**config.mk**
```make
export PLATFORM = sky130hd
export DESIGN_NAME = arbiter4_rr
export DESIGN_NICKNAME = d
export VERILOG_FILES = /design/src/rtl/arbiter4_rr.sv
export SDC_FILE = /design/constraint.sdc
export NUM_CORES = 1
export LEC_CHECK = 0
export CORE_UTILIZATION = 45
export CTS_CLUSTER_DIAMETER = 80
export DETAILED_ROUTE_END_ITERATION = 8
export PLACE_DENSITY = 0.73
export SKIP_LAST_GASP = 1
export SLEW_MARGIN = 20
export SYNTH_ARGS = -nofsm -noshare
export SYNTH_HDL_FRONTEND = slang
export SYNTH_SLANG_ARGS = --single-unit
```
**constraint.sdc**
```tcl
create_clock -name clk -period 1.64 [get_ports clk]
set_input_delay 0.492 -clock clk [delete_from_list [all_inputs] [get_ports clk]]
set_output_delay 0.492 -clock clk [all_outputs]
set_load 0.1 [all_outputs]
```
**src/rtl/arbiter4_rr.sv**
```systemverilog
// Four-requester round-robin arbiter with a hold limit. Grants one requester at a
// time through registered one-hot/encoded outputs and enforces a one-cycle dead gap.
module arbiter4_rr #(
    parameter int HOLD_MAX = 15,
    parameter int CW       = 4
) (
    input  logic       clk,
    input  logic       rst_n,
    input  logic [3:0] req,
    input  logic       done,
    output logic [3:0] gnt,
    output logic [1:0] gnt_idx,
    output logic       gnt_v,
    output logic       timeout,
    output logic [1:0] dbg_state_o
);

    // Handshake: a requester raises req[i] and keeps it high while it wants the
    // resource; gnt[i] rises one edge after req is seen in IDLE and stays up until
    // done, req[i] falling, or the hold limit; done is only looked at while granted.

    typedef enum logic [1:0] {
        ST_IDLE = 2'd0,
        ST_BUSY = 2'd1,
        ST_GAP  = 2'd2
    } state_e;

    localparam logic [CW-1:0] HOLD_LIM = CW'(HOLD_MAX);

    state_e        state_q, state_d;
    logic [1:0]    ptr_q, ptr_d;
    logic [CW-1:0] cnt_q, cnt_d;
    logic [1:0]    own_q, own_d;
    logic [3:0]    gnt_q, gnt_d;
    logic [1:0]    gnt_idx_q, gnt_idx_d;
    logic          gnt_v_q, gnt_v_d;
    logic          timeout_q, timeout_d;

    logic [1:0]    win;
    logic          req_any;

    // Rotating priority scan starting at ptr_q.
    always_comb begin
        logic [1:0] idx;
        logic       found;
        win     = ptr_q;
        req_any = |req;
        found   = 1'b0;
        idx     = ptr_q;
        for (int k = 0; k < 4; k++) begin
            idx = ptr_q + 2'(k);
            if (!found && req[idx]) begin
                win   = idx;
                found = 1'b1;
            end
        end
    end

    always_comb begin
        state_d   = state_q;
        ptr_d     = ptr_q;
        cnt_d     = cnt_q;
        own_d     = own_q;
        gnt_d     = gnt_q;
        gnt_idx_d = gnt_idx_q;
        gnt_v_d   = gnt_v_q;
        timeout_d = 1'b0;
        case (state_q)
            ST_IDLE: begin
                if (req_any) begin
                    state_d   = ST_BUSY;
                    own_d     = win;
                    gnt_d     = 4'b0001 << win;
                    gnt_idx_d = win;
                    gnt_v_d   = 1'b1;
                    cnt_d     = CW'(1);
                end
            end
            ST_BUSY: begin
                if (done || !req[own_q] || (cnt_q == HOLD_LIM)) begin
                    state_d   = ST_GAP;
                    // Only a release not explained by done or a dropped request is forced.
                    timeout_d = !done && req[own_q];
                    gnt_d     = 4'b0000;
                    gnt_idx_d = 2'd0;
                    gnt_v_d   = 1'b0;
                    cnt_d     = '0;
                    ptr_d     = own_q + 2'd1;
                end else begin
                    cnt_d = cnt_q + CW'(1);
                end
            end
            ST_GAP: begin
                state_d = ST_IDLE;
            end
            default: begin
                state_d = ST_IDLE;
            end
        endcase
    end

    always_ff @(posedge clk or negedge rst_n) begin
        if (!rst_n) begin
            state_q   <= ST_IDLE;
            ptr_q     <= 2'd0;
            cnt_q     <= '0;
            own_q     <= 2'd0;
            gnt_q     <= 4'b0000;
            gnt_idx_q <= 2'd0;
            gnt_v_q   <= 1'b0;
            timeout_q <= 1'b0;
        end else begin
            state_q   <= state_d;
            ptr_q     <= ptr_d;
            cnt_q     <= cnt_d;
            own_q     <= own_d;
            gnt_q     <= gnt_d;
            gnt_idx_q <= gnt_idx_d;
            gnt_v_q   <= gnt_v_d;
            timeout_q <= timeout_d;
        end
    end

    assign gnt         = gnt_q;
    assign gnt_idx     = gnt_idx_q;
    assign gnt_v       = gnt_v_q;
    assign timeout     = timeout_q;
    assign dbg_state_o = state_q;

endmodule

```
==> results.py <==
metrics = {
    "outcome": {
        "outcome": "complete, no violations",
    },
    "clock_tree": {
        "cts_buffers": 3,
        "root_buffer": "clkbuf_4",
        "cts_tree": "yes",
        "hold_buffers": 0,
        "htreeDepth": 1,
        "clock_tree.buffer_depth": 2,
        "path_clk_slew_ns": 0.10,
        "cts.sinks": 18,
        "clock_latency_ns": 0.29,
    },
    "timing": {
        "fmax_mhz": 611,
        "slew_headroom_pct": 74.8,
        "layout_min_cycle_time_ns": 1.64,
        "setup_ws_ns": 0.00449,
        "finalCritPeriodShare_pct": 99.7,
        "finalHoldViolCount": 0,
        "setup_viol": 0,
        "rsz0062_at_grt": "true",
        "worst_pin_slew_ns": 0.375,
        "slew_violations": 0,
        "clock_skew_ns": 0.00432,
    },
    "routing": {
        "drtIter0Drc": 10,
        "wire_per_inst_um": 15.3,
        "postRouteAntennaNets": 0,
        "drc": 0,
        "vias": 839,
        "via_per_inst": 5.71,
        "dr.pass1.iters": 4,
        "wl_um": 2250,
    },
    "floorplanning": {
        "fp.coreArea_um2": 1960,
        "rows": 16,
        "initial_core_util_pct": 48.1,
        "die_h_um": 47.8,
        "pin_count": 17,
        "dieWidth_um": 47.8,
        "die_area_um2": 2280,
    },
    "global_routing": {
        "grt_overflow": 0,
        "gr-usage-all-layers_pct": 23.4,
        "grt_pass1_vias": 798,
        "grt_pass1_wl_um": 3570,
        "antenna_found_initial": 0,
        "grt_max_degree": 19,
    },
    "logic_synthesis": {
        "avgSynthCellArea_um2": 11.1,
        "netlist_area_um2": 943,
        "async_flop_share_pct": 100,
        "synth_enable_flop_cells": 0,
        "seq_area_frac_synth_pct": 47.7,
        "ys_ff_latch": 18,
        "ys_warn_count": 0,
        "synthCells": 85,
        "synth_flop_cell": "dfrtp_1",
        "syn_nets": 93,
        "ys_types": 38,
    },
    "placed_design": {
        "io_buffers": 16,
        "hpwl_um": 1630,
        "place_congestion": 0.811,
        "dp_slack_ns": -0.525,
        "placedInstanceArea_um2": 1350,
    },
    "critical_path": {
        "startpoint_type": "input port",
        "reg2reg_to": "gnt[1]",
        "cp.buffers_inverters": 2,
        "crit_start": "req[0]",
        "crit_family": "compound AO/OA/AOI/OAI gates",
        "cp.arrival_ns": 1.82,
        "worstSetupPathType": "in2reg",
        "crit_path_end_kind": "flop",
        "crit-reg2reg-launch": "dbg_state_o[0]",
        "reg2reg_depth": 3,
        "crit_required_ns": 1.83,
        "critPathMaxFanout": 4,
        "cp_cell_sequence": "dlygate4sd2_1 -> buf_4 -> nor2b_1 -> o21ba_2 -> o31a_1 -> a32o_1",
        "r2r_slack_ns": 0.07,
        "critPathMaxStageDelay_ns": 0.31,
        "cp_slowest_cell": "o31a_1",
    },
    "layout": {
        "fill_cells": 145,
        "final_util_pct": 71.7,
        "final_area_um2": 1410,
        "final_nets": 129,
        "layout_common_cells": "buf_4 (17), dfrtp_1 (15), buf_12 (10), nand2_1 (6)",
        "syn_to_final_growth_pct": 49.2,
        "layout_commonest_cell": "buf_4",
        "antenna_cells": 0,
        "drive_gt1_share_pct": 37.5,
    },
    "pwr": {
        "p_total_w": 0.00312,
        "power.density_nw_per_um2": 2220,
        "power_leakage_nw": 0.618,
        "vdd_drop_max_v": 0.00131,
    },
    "hold_path": {
        "hp-class": "in2async",
    },
    "flow_run": {
        "cap_violations": 0,
    },
}
-- logic make-up (layout without fill, tap and decap cells) --
logic type,count (synthesis),count (layout),synth area share (%)
flip-flops,18,18,47.7
multiplexers,4,4,4.77
AND/OR/NAND/NOR,28,28,18.0
adder cells (fa/ha/maj),1,1,1.33
buffers and inverters,5,40,3.18
AO/OA/AOI/OAI,28,28,24.0
XOR/XNOR,1,1,0.929
-- metal layers --
metal  up-vias  part of all wire, %  global-route usage, %
met5         -                    0                      0
met4         0                 0.93                   10.6
li1        398                    -                      -
met1       422                   46                   33.3
met3         2                  2.8                   3.40
met2        17                   51                   35.4
-- worst register-to-register path, delay by kind of cell, from the launching register on --
family | cells | cell delay [ns]
flip-flops | 1 | 0.53
AND/OR/NAND/NOR | 2 | 0.81
AO/OA/AOI/OAI | 1 | 0.17
-- synthesized netlist by cell type, drive strengths merged, types with 3 or more instances --
library cell / count / area, um^2
nand2: 6 / 22.5
or3: 3 / 18.8
o21ai: 6 / 41.3
inv: 3 / 13.8
a32o: 4 / 40.0
nor2b: 3 / 18.8
dfrtp: 18 / 450
a211oi: 3 / 22.5
mux2i: 3 / 30.0
-- power by group --
part	switching, W	leakage, nW	total, W	internal [W]
sequential	0.000209	0.224	0.000838	0.000630
clock	0.000138	0.0210	0.000274	0.000135
combinational	0.00115	0.372	0.00201	0.000856
-- final cells by class --
type                            count  area [um^2]  share of cell area (%)
Inverter                            3         13.8                   0.978
Sequential cell                    18          459                    32.6
Multi-Input combinational cell     62          483                    34.3
Timing Repair Buffer               33          382                    27.1
Tap cell                           27         33.8                    2.40
Clock buffer                        4         36.3                    2.58
-- how the worst max path moves through the flow --
stage               endpoint  cells past startpoint
global placement      gnt[1]                      6
detailed placement    gnt[1]                      6
finish                gnt[2]                      6
CTS                   gnt[2]                      6
floorplan           ptr_q[1]                      4
global route          gnt[2]                      6
-- per-stage QoR --
step                      hold slack (ns)  cells  setup TNS [ns]
after detailed placement            0.536    142           -7.31
after global placement              0.533    142           -6.49
after global routing                0.520    147         -0.0120
after floorplan                     0.196     85         -0.0371
after CTS                           0.520    147               0
final                               0.515    147               0
-- what timing repair did --
item / CTS / global route
pin swaps: 8 / 0
gates resized for setup: 7 / 3
setup buffers: 1 / 0
setup endpoints to repair: 15 / 7
gates cloned: 0 / 0
-- sequential cells by signal, summed over array words and instances (netlist names) --
name	flops
ptr_q	2
gnt_v	1
timeout	1
gnt	4
cnt_q	4
dbg_state_o	2
own_q	2
gnt_idx	2
Power figures use the tool's default switching activity.
